<file path="src/rtl/mem_arb_pkg.sv">
// Shared types and constants for the cacheline memory arbiter.
// State encoding, requester identity and line geometry.
package mem_arb_pkg;

    typedef enum logic [2:0] {
        IDLE,
        GRANT_A,
        GRANT_B,
        DONE_A,
        DONE_B,
        TURN
    } arb_state_t;

    typedef enum logic {
        REQ_A,
        REQ_B
    } req_id_t;

    localparam int DEF_LINE_W = 256;
    localparam int LINE_BYTES = DEF_LINE_W / 8;

endpackage

</file>
<file path="src/rtl/cacheline_mem_arbiter.sv">
// Shares one cacheline pmem port between I-cache (A) and D-cache (B) misses:
// one transaction per grant, round-robin on conflict, sticky watchdog timeout flag.
module cacheline_mem_arbiter
    import mem_arb_pkg::*;
#(
    parameter int ADDR_W    = 32,
    parameter int LINE_W    = 256,
    parameter int OFFSET_W  = $clog2(LINE_BYTES),
    parameter int TIMEOUT_W = 12
) (
    input  logic              clk,
    input  logic              rst_n,
    input  logic              read_a,
    input  logic [ADDR_W-1:0] address_a,
    output logic [LINE_W-1:0] rdata_a,
    output logic              resp_a,
    input  logic              read_b,
    input  logic              write_b,
    input  logic [ADDR_W-1:0] address_b,
    input  logic [LINE_W-1:0] wdata_b,
    output logic [LINE_W-1:0] rdata_b,
    output logic              resp_b,
    output logic              pmem_read,
    output logic              pmem_write,
    output logic [ADDR_W-1:0] pmem_address,
    output logic [LINE_W-1:0] pmem_wdata,
    input  logic [LINE_W-1:0] pmem_rdata,
    input  logic              pmem_resp,
    output logic              err_timeout
);

    localparam logic [ADDR_W-1:0]    LINE_MASK = {{(ADDR_W-OFFSET_W){1'b1}}, {OFFSET_W{1'b0}}};
    localparam logic [TIMEOUT_W-1:0] WDOG_ONE  = {{(TIMEOUT_W-1){1'b0}}, 1'b1};
    localparam logic [TIMEOUT_W-1:0] WDOG_MAX  = {TIMEOUT_W{1'b1}};

    arb_state_t            r_state;
    arb_state_t            w_state_nxt;
    req_id_t               r_last_grant;
    logic                  r_op_write;
    logic [ADDR_W-1:0]     r_addr;
    logic [LINE_W-1:0]     r_wdata;
    logic [LINE_W-1:0]     r_rdata_a;
    logic [LINE_W-1:0]     r_rdata_b;
    logic [TIMEOUT_W-1:0]  r_wdog;
    logic                  r_err;

    logic                  w_req_a;
    logic                  w_req_b;
    logic                  w_grant_a;
    logic                  w_grant_b;
    logic                  w_in_grant;
    logic [TIMEOUT_W-1:0]  w_wdog_inc;

    assign w_req_a    = read_a;
    assign w_req_b    = read_b | write_b;
    assign w_in_grant = (r_state == GRANT_A) || (r_state == GRANT_B);
    assign w_wdog_inc = r_wdog + WDOG_ONE;

    // On conflict the requester that did not win last time is served.
    always_comb begin
        w_grant_a = 1'b0;
        w_grant_b = 1'b0;
        if (r_state == IDLE) begin
            if (w_req_a && w_req_b) begin
                w_grant_a = (r_last_grant == REQ_B);
                w_grant_b = (r_last_grant == REQ_A);
            end else begin
                w_grant_a = w_req_a;
                w_grant_b = w_req_b;
            end
        end
    end

    always_ff @(posedge clk or negedge rst_n) begin
        if (!rst_n) begin
            r_state <= IDLE;
        end else begin
            r_state <= w_state_nxt;
        end
    end

    always_comb begin
        w_state_nxt = r_state;
        case (r_state)
            IDLE: begin
                if (w_grant_a) begin
                    w_state_nxt = GRANT_A;
                end else if (w_grant_b) begin
                    w_state_nxt = GRANT_B;
                end
            end
            GRANT_A: if (pmem_resp) w_state_nxt = DONE_A;
            GRANT_B: if (pmem_resp) w_state_nxt = DONE_B;
            DONE_A:  w_state_nxt = TURN;
            DONE_B:  w_state_nxt = TURN;
            TURN:    w_state_nxt = IDLE;
            default: w_state_nxt = IDLE;
        endcase
    end

    always_comb begin
        pmem_read  = 1'b0;
        pmem_write = 1'b0;
        resp_a     = 1'b0;
        resp_b     = 1'b0;
        case (r_state)
            GRANT_A: pmem_read = 1'b1;
            GRANT_B: begin
                pmem_write = r_op_write;
                pmem_read  = ~r_op_write;
            end
            DONE_A:  resp_a = 1'b1;
            DONE_B:  resp_b = 1'b1;
            default: ;
        endcase
    end

    // Request is captured once at grant; later requester input churn is ignored.
    always_ff @(posedge clk or negedge rst_n) begin
        if (!rst_n) begin
            r_addr       <= '0;
            r_wdata      <= '0;
            r_op_write   <= 1'b0;
            r_last_grant <= REQ_B;
        end else if (w_grant_a) begin
            r_addr       <= address_a & LINE_MASK;
            r_wdata      <= wdata_b;
            r_op_write   <= 1'b0;
            r_last_grant <= REQ_A;
        end else if (w_grant_b) begin
            r_addr       <= address_b & LINE_MASK;
            r_wdata      <= wdata_b;
            r_op_write   <= write_b;
            r_last_grant <= REQ_B;
        end
    end

    always_ff @(posedge clk or negedge rst_n) begin
        if (!rst_n) begin
            r_rdata_a <= '0;
            r_rdata_b <= '0;
        end else begin
            if ((r_state == GRANT_A) && pmem_resp) begin
                r_rdata_a <= pmem_rdata;
            end
            if ((r_state == GRANT_B) && pmem_resp && !r_op_write) begin
                r_rdata_b <= pmem_rdata;
            end
        end
    end

    // Watchdog saturates at all-ones; the error flag only clears on reset.
    always_ff @(posedge clk or negedge rst_n) begin
        if (!rst_n) begin
            r_wdog <= '0;
            r_err  <= 1'b0;
        end else if (w_grant_a || w_grant_b) begin
            r_wdog <= '0;
        end else if (w_in_grant && !pmem_resp && (r_wdog != WDOG_MAX)) begin
            r_wdog <= w_wdog_inc;
            if (w_wdog_inc == WDOG_MAX) begin
                r_err <= 1'b1;
            end
        end
    end

    assign pmem_address = r_addr;
    assign pmem_wdata   = r_wdata;
    assign rdata_a      = r_rdata_a;
    assign rdata_b      = r_rdata_b;
    assign err_timeout  = r_err;

endmodule

</file>
<file path="config.mk">
export PLATFORM = sky130hd
export DESIGN_NAME = cacheline_mem_arbiter
export DESIGN_NICKNAME = d
export VERILOG_FILES = /design/src/rtl/mem_arb_pkg.sv /design/src/rtl/cacheline_mem_arbiter.sv
export SDC_FILE = /design/constraint.sdc
export NUM_CORES = 1
export LEC_CHECK = 0
export CAP_MARGIN = 5
export CELL_PAD_IN_SITES_DETAIL_PLACEMENT = 0
export CELL_PAD_IN_SITES_GLOBAL_PLACEMENT = 1
export CORE_AREA = 5 5 535 537
export CTS_CLUSTER_SIZE = 16
export DETAILED_ROUTE_END_ITERATION = 16
export DIE_AREA = 0 0 540 542
export PLACE_DENSITY_LB_ADDON = 0.1
export SYNTH_ARGS = -nofsm -noshare
export SYNTH_HDL_FRONTEND = slang
export SYNTH_SLANG_ARGS = --single-unit
</file>
<file path="constraint.sdc">
create_clock -name clk -period 5.35 [get_ports clk]
set_clock_uncertainty 0.05 [all_clocks]
set_input_delay 1.605 -clock clk [delete_from_list [all_inputs] [get_ports clk]]
set_output_delay 1.605 -clock clk [all_outputs]
set_load 0.005 [all_outputs]
</file>
* Word level (Yosys, flattened, before mapping) *
Cells that the tools add are included.

storage, ports and cells
  register bits after elaboration = 818
  logic and storage cells = 62

operators by class
  equality and inequality tests = 9
  reduce and logical (&&, ||, !) cells = 16
  muxes and demuxes = 23
  bitwise gates (word level) = 4
  add/sub/neg operators = 1

operators by type and width
  kind                   number
  $mux 256               2
  $mux 32                2
  $mux 12                2
  $add 12x1->12 const B  1
  $eq 12x12->1 const B   1
  $mux 3                 4
  $ne 12x12->1 const B   1
  $pmux 3 s4             1
  $mux 1                 11
  $eq 3x2->1 const B     2
  $logic_and 1x1->1      6
  $reduce_and 3->1       2
  $ne 2x2->1 const B     2
  $reduce_bool 2->1      2
  $eq 3x1->1 const B     1
  $eq 3x3->1 const B     1
  $logic_not 3->1        1
  $ne 3x3->1 const B     1
  $not 1->1              3
  $logic_not 1->1        2
  $logic_or 1x1->1       2
  $pmux 1 s2             1
  $reduce_or 2->1        1
  $or 1x1->1             1

* Longest topological paths before layout *
  depth after elaboration = 7
  depth in mapped cells = 8
  mapped depth without buffers = 6

* Least setup slack after synthesis *
No wires, ideal clock.

  kind = in2reg
  start = input port read_b
  end = register r_wdata[128] (netlist: pmem_wdata[128])
  data required time = 5.235 ns
  slack = 2.405 ns
  library setup time = 0.065 ns
  data arrival time = 2.830 ns
  cell stages on the path = 6
  path through = o31ai_1 clkbuf_1 clkbuf_1 buf_2 nand2_1 nand2_1

on the way
  longest elaborated chain between the ends = 5
  elaborated cells on any way between the ends = 8
  those cells by class = mux: 5; bitwise: 1; reduce/logical: 2

RTL lines
  element                                               RTL line                      text
  start: declaration                                    cacheline_mem_arbiter.sv:17   input logic read_b,
  $or 1x1->1 *                                          cacheline_mem_arbiter.sv:55   assign w_req_b = read_b | write_b;
  $logic_and 1x1->1                                     cacheline_mem_arbiter.sv:64   if (w_req_a && w_req_b) begin
  $mux 1                                                cacheline_mem_arbiter.sv:64
  $mux 1                                                cacheline_mem_arbiter.sv:63   if (r_state == IDLE) begin
  $mux 256 / $reduce_bool 2->1 (equally long branches)  -
  end signal: assignment                                cacheline_mem_arbiter.sv:127  r_wdata <= wdata_b;
  end signal: assignment                                cacheline_mem_arbiter.sv:132  r_wdata <= wdata_b;
  end: declaration                                      cacheline_mem_arbiter.sv:41   logic [LINE_W-1:0] r_wdata;

Every way passes the cells marked *; elsewhere a longest branch is shown, timed or not.
A chain may end at the register's enable or synchronous reset.

* Final worst setup path *
  start = register r_state[0]
  end = output port resp_a

on the way
  longest elaborated chain between the ends = 2

RTL lines
  element                   RTL line                      text
  start: declaration        cacheline_mem_arbiter.sv:36   arb_state_t r_state;
  start signal: assignment  cacheline_mem_arbiter.sv:78   r_state <= w_state_nxt;
  $eq 3x2->1                cacheline_mem_arbiter.sv:106  case (r_state)
  $mux 1                    cacheline_mem_arbiter.sv:106
  end: declaration          cacheline_mem_arbiter.sv:16   output logic resp_a,

No other way between the ends.

==> impl_metrics.env <==
export IMPL_cp_top_family="buffers and inverters"
export IMPL_syn_area_per_cell_um2=12.71
export IMPL_worstPathMaxFanout=8
export IMPL_synth_ff_type="dfrtp_1"
export IMPL_start_util_pct=10.98
export IMPL_io_buffer_count=1371
export IMPL_cp_arrival_ns=2.51
export IMPL_gr_total_overflow=0
export IMPL_multi_input_area_mm2=0.009762
export IMPL_seq_area_frac_synth_pct=65.93
export IMPL_powerDensity_mw_per_mm2=626.5
export IMPL_synthTopCellsByArea="dfrtp_1 66%, mux2_2 19%, nand2_1 9.5%"
export IMPL_post_cts_buffers=0
export IMPL_worst_slew_pin_slew_ns=1.047
export IMPL_hold_class="register to register"
export IMPL_rsz0062_at_grt="false"
export IMPL_numClockSinks=813
export IMPL_seq_area_mm2=0.02035
export IMPL_insertion_delay_ns=0.80
export IMPL_slew_headroom_pct=30.17
export IMPL_hold_viol_final=0
export IMPL_synth_warnings=0
export IMPL_fin_nets=4427
export IMPL_fillers=30790
export IMPL_placed_cells=7462
export IMPL_setup_violations=0
export IMPL_area_growth_pct=71.70
export IMPL_fmax_ghz=0.2404
export IMPL_grt_pass1_vias=26450
export IMPL_cts_htree_levels=3
export IMPL_fp_dieH_um=542
export IMPL_crit_required_ns=3.70
export IMPL_drt_pass1_iterations=4
export IMPL_power_total_mw=33.20
export IMPL_synthDominantCellAreaShare_pct=65.84
export IMPL_via_per_inst=3.172
export IMPL_yosys_area_top_type="dfrtp_1"
export IMPL_dieArea_mm2=0.2927
export IMPL_cp_buffers_inverters=2
export IMPL_crit_chain="inv_1 > nor3b_1 > clkdlybuf4s50_1"
export IMPL_slew_violations=0
export IMPL_grt_pass1_wl_um=248700
export IMPL_place_congestion=0.7562
export IMPL_antenna_found_initial=89
export IMPL_final_cells=7679
export IMPL_synth_cell_types=51
export IMPL_numCtsBuffers=121
export IMPL_post_drt_wl_per_cell_um=24.40
export IMPL_drc=0
export IMPL_cpMaxStageDelayCell="clkdlybuf4s50_1"
export IMPL_internal_power_mw=21.78
export IMPL_status="complete, no violations"
export IMPL_chipWidth_um=540
export IMPL_cts_clk_slew_worst_paths_ns=0.05
export IMPL_layout_worst_path_cycle_share_pct=77.76
export IMPL_cellLeakagePower_nw=22.02
export IMPL_fin_crit_ns=4.160
export IMPL_async_flop_share_pct=100.0
export IMPL_io_pins=1387
export IMPL_cpPeakStageDelay_ns=0.73
export IMPL_synth_area_mm2=0.03086
export IMPL_vias=24350
export IMPL_critPathLaunchType="register"
export IMPL_power_frac_seq_pct=32.7
export IMPL_clk_path_buf_depth=4
export IMPL_core_area_mm2=0.2811
export IMPL_synth_cells=2428
export IMPL_ant_nets=0
export IMPL_critPathCaptureType="output port"
export IMPL_final_util_pct=18.85
export IMPL_grt_max_degree=142
export IMPL_rows=195
export IMPL_switching_share_pct=34.39
export IMPL_drive_above_1_share_pct=18.86
export IMPL_cap_viol_max_count=0
export IMPL_pwr_share_clk_pct=23.4
export IMPL_cts_hold_buf=0
export IMPL_cts_root_buf="clkbuf_16"
export IMPL_postRouteWirelength_um=187300
export IMPL_dp_hpwl_um=147300
export IMPL_synth_edf_count=0
export IMPL_finalSetupTns_ns=0
export IMPL_critPathKind="register to output port"
export IMPL_ys_ff_latch=813
export IMPL_first_iter_violations=824
export IMPL_cts_tree="built"
export IMPL_p_sw_mw=11.42
export IMPL_cts_resized=0
export IMPL_peakVddDrop_v=0.0005869
export IMPL_grt_usage_pct=12.34
export IMPL_p_comb_share_pct=43.9
placed cells by master (no fill, tap or decap), types with 2 or more instances in the layout:
master	count
clkinv_4	2
buf_12	22
buf_4	29
conb_1	5
o21ai_0	17
clkdlybuf4s50_1	1370
clkinv_2	6
clkbuf_1	37
nand4_1	2
dfrtp_1	812
a22o_1	3
clkbuf_8	31
diode_2	12
clkinvlp_4	3
a21oi_1	5
nand3_1	9
nand2_1	779
a2111oi_0	2
xnor2_1	4
o21a_1	2
inv_6	2
mux2_2	512
clkbuf_16	121
a21o_1	3
inv_1	5
nor3_1	7
nand2b_1	4
ha_1	3
nor2_1	69
o22ai_1	26
or3_1	2
per-stage QoR:
step,hold slack [ns],setup WS [ns],area [um2]
after global placement,0.4080,1.265,49200
final,0.4188,1.190,52990
after global routing,0.4314,1.043,52970
after CTS,0.4224,1.036,52960
after detailed placement,0.4107,1.270,49200
after floorplan,0.3965,2.405,30870
sequential cells by signal (all words and copies together), names as in the netlist:
| register | count |
|---|---|
| err_timeout | 1 |
| pmem_address | 27 |
| pmem_wdata | 256 |
| r_last_grant | 1 |
| r_op_write | 1 |
| r_state | 3 |
| r_wdog | 12 |
| rdata_a | 256 |
| rdata_b | 256 |
power groups by stage:
stage               Combinational (mW)  Clock (mW)  Sequential (mW)
finish                            14.6        7.77             10.9
global route                      15.8        8.41             11.3
CTS                               15.2        8.26             10.9
detailed placement                15.1           0             11.0
global placement                  15.2           0             10.9
floorplan                         4.49           0             11.0
worst paths after layout:
path	startpoint	to	slack, ns	cells after the start
worst min register to register	pmem_wdata[146]	pmem_wdata[146]	0.42	2
worst max register to register	r_state[1]	pmem_wdata[128]	2.58	6
worst max-delay path	r_state[0]	resp_a	1.19	3
min in group asynchronous	rst_n	pmem_wdata[12]	0.71	1
worst min-delay path	pmem_wdata[146]	pmem_wdata[146]	0.42	2
max in group asynchronous	rst_n	rdata_b[19]	3.29	2
tightest hold or removal path: cells and delay by family, from the launching register on:
family | cells | cell delay, ns
flip-flops | 1 | 0.33
AND/OR/NAND/NOR | 2 | 0.10
cells in the mapped netlist, types with 2 or more instances:
library cell  count
a2111oi_0         2
a21o_1            3
a21oi_1           5
a22o_1            3
buf_1             9
buf_2            62
buf_4            10
buf_6            20
clkbuf_1         34
dfrtp_1         812
ha_1              3
inv_1             5
mux2_2          512
nand2_1         779
nand2b_1          4
nand3_1           9
nand4_1           2
nor2_1           69
nor3_1            7
o21a_1            2
o21ai_0          17
o22ai_1          26
or3_1             2
xnor2_1           4
cells by family after synthesis:
family / count (synthesis) / share of synthesized area [%]
and+or+nand+nor: 884 / 11.06
DFF: 813 / 65.93
muxes: 513 / 18.72
buffers and inverters: 140 / 2.562
AOI/OAI and AO/OA: 69 / 1.456
xor gates and xnor gates: 5 / 0.1419
adders and majority gates: 3 / 0.1216
other: 1 / 0.01215
routing by layer:
metal  share of wire, %  global-route usage (%)
met5               0.22                       0
met4                3.2                   3.631
met3                 12                   7.073
met2                 49                   21.73
met1                 35                   12.32
area by class of cell:
| class | instances | share of cell area (%) |
|---|---|---|
| inverter | 5 | 0.03542 |
| antenna | 12 | 0.05667 |
| clock inverter | 16 | 0.3164 |
| multi-input combinational | 1479 | 18.42 |
| clock buffer | 189 | 6.782 |
| sequential | 813 | 38.40 |
| tap | 3743 | 8.838 |
| timing repair buffer | 1422 | 27.15 |
Note: power is estimated with default switching activity, not from simulation.
==> RTL change: new RTL, same settings <==
Set the parameter `TIMEOUT_W` to 8 (it was 12).
--- a/src/rtl/cacheline_mem_arbiter.sv
+++ b/src/rtl/cacheline_mem_arbiter.sv
@@ -6,7 +6,7 @@
     parameter int ADDR_W    = 32,
     parameter int LINE_W    = 256,
     parameter int OFFSET_W  = $clog2(LINE_BYTES),
-    parameter int TIMEOUT_W = 12
+    parameter int TIMEOUT_W = 8
 ) (
     input  logic              clk,
     input  logic              rst_n,
Check against the original RTL: not settled (the Yosys comparison gave no result); the edit may change what the design does.
==> RTL change against the original RTL <==
Sequential cell count is 4 lower; area after synthesis increased by 2.7%; routed wire length down 2.4%; sequential share of layout area is 0.83 points lower; combinational power rose by 3%; first-iteration DRC count down 4.0%; cell area up 1.7%; sequential power barely moved; worst setup slack got worse by 0.23 ns; die area unchanged; total power is 2.3% higher; critical path type unchanged; largest power group unchanged.
==> RTL change: results (changes against the original RTL) <==
Resized Gates After CTS: 0 (unchanged)
Layout fillers: 30,700 (-0.26%)
Register-to-Register Path Depth: 3 (-3)
placed standard-cell area: 49,900 sq um (+1.5%)
Peak supply drop: 0.247 mV (-58%)
status: finished, final reports clean
total of buffers placed on input and output ports: 1,371 (unchanged)
post-synthesis share of cell area spent on full adders, half adders and majority gates: 0.0790% (-0.043 points)
Power, Total: 34.0 mW (+2.3%)
arrival time at the worst endpoint: 2.74 ns (+0.23 ns)
hold slack final: 0.420 ns (+0.000985 ns)
power spent charging and discharging nets: 11.4 mW (-0.24%)
leading post-synthesis cells by cell area: sky130_fd_sc_hd__dfrtp_1, sky130_fd_sc_hd__mux2_4, sky130_fd_sc_hd__mux2_2
combinational cell fraction of total power: 44.2% (+0.3 points)
count of unique library cells instantiated by Yosys: 43 (-16%)
largest stage delay on the critical path: 0.77 ns (+0.04 ns)
count of placed standard cells including taps: 7,418 (-0.59%)
final wirelength: 183,000 um (-2.4%)
Starting DRT DRC Count: 791 (-4.0%)
Leakage: 23.0 nW (+4.5%)
worst hold-check path type: flop to flop
maximum fanout along the worst path: 8 (unchanged)
capture instance of the worst register-to-register path: rdata_a[255]
HPWL after DPL: 143,000 um (-3.1%)
clock buffer count from CTS: 119 (-1.7%)
antenna violations before repair: 97 (+9.0%)
Max-slew headroom: 30.6% (+0.47 points)
Avg Inst Size Synth: 13.4 sq um (+5.1%)
master of the slowest instance on the critical path: sky130_fd_sc_hd__clkdlybuf4s50_1
maximum number of pins on one net before global-route repair: 103 (-27%)
Synth Area in Compound Gates: 1.11% (-0.35 points)
terminating pin of the worst hold path: pmem_wdata[148]
fraction of layout cells with a size suffix above 1: 19.4% (+0.57 points)
portion of netlist area occupied by mux cells: 21.9% (+3.2 points)
wire length of the first global-routing pass: 243,000 um (-2.2%)
cell depth of the worst hold path: 2 (unchanged)
total via count in the routed design: 23,800 (-2.1%)
fraction of the core area covered by cells at the end of the flow: 19.2% (+0.32 points)
Yosys warning count: 0 (unchanged)
synth cell count leaders: sky130_fd_sc_hd__dfrtp_1, sky130_fd_sc_hd__nand2_1, sky130_fd_sc_hd__mux2_2
via count of the first global-routing pass: 25,700 (-2.8%)
routability cong.: 0.742 (-1.9%)
Total GRT Usage: 12.0% (-0.35 points)
nets: 4,380 (-1.1%)
post-DR wirelength/cell: 23.9 um (-2.0%)
worst hold path startpoint: pmem_wdata[148]
parity-gate share of the synthesized area counting xor and xnor cells: 0.0790% (-0.063 points)
register-to-register setup slack: 2.88 ns (+0.30 ns)
worst-case setup slack after placement: 1.29 ns (+0.0214 ns)
first-pass iteration count of the detailed router: 5 (+1)
sequential fraction of the synthesis area: 63.9% (-2.1 points)
[RTL change: how the worst max path moves through the flow]
| stage | end | slack (ns) | start | depth (start not counted) |
|---|---|---|---|---|
| after detailed placement | pmem_address[18] | 1.29 | write_b | 6 |
| after global placement | pmem_address[18] | 1.31 | write_b | 6 |
| final | resp_b | 0.96 | r_state[2] | 3 |
| after CTS | resp_b | 0.74 | r_state[2] | 3 |
| after global routing | resp_b | 0.73 | r_state[2] | 3 |
| after floorplan | pmem_wdata[168] | 2.62 | read_b | 5 |
[RTL change: area by class of cell]
class / count / area share, %
well taps: 3743 / 8.69
flip-flops and latches: 809 / 37.6
repair buffers: 1429 / 26.8
diodes: 11 / 0.0511
clock buffers: 195 / 6.72
inverters: 3 / 0.0209
multi-input cells: 1434 / 19.6
clock inverters: 21 / 0.555
[RTL change: per-layer routing]
layer	vias up	part of all wire, %	track usage, %
li1	10700	-	-
met1	11700	38	13.1
met2	1066	48	20.4
met3	319	12	6.83
met4	100	1.8	2.06
met5	-	0.34	0
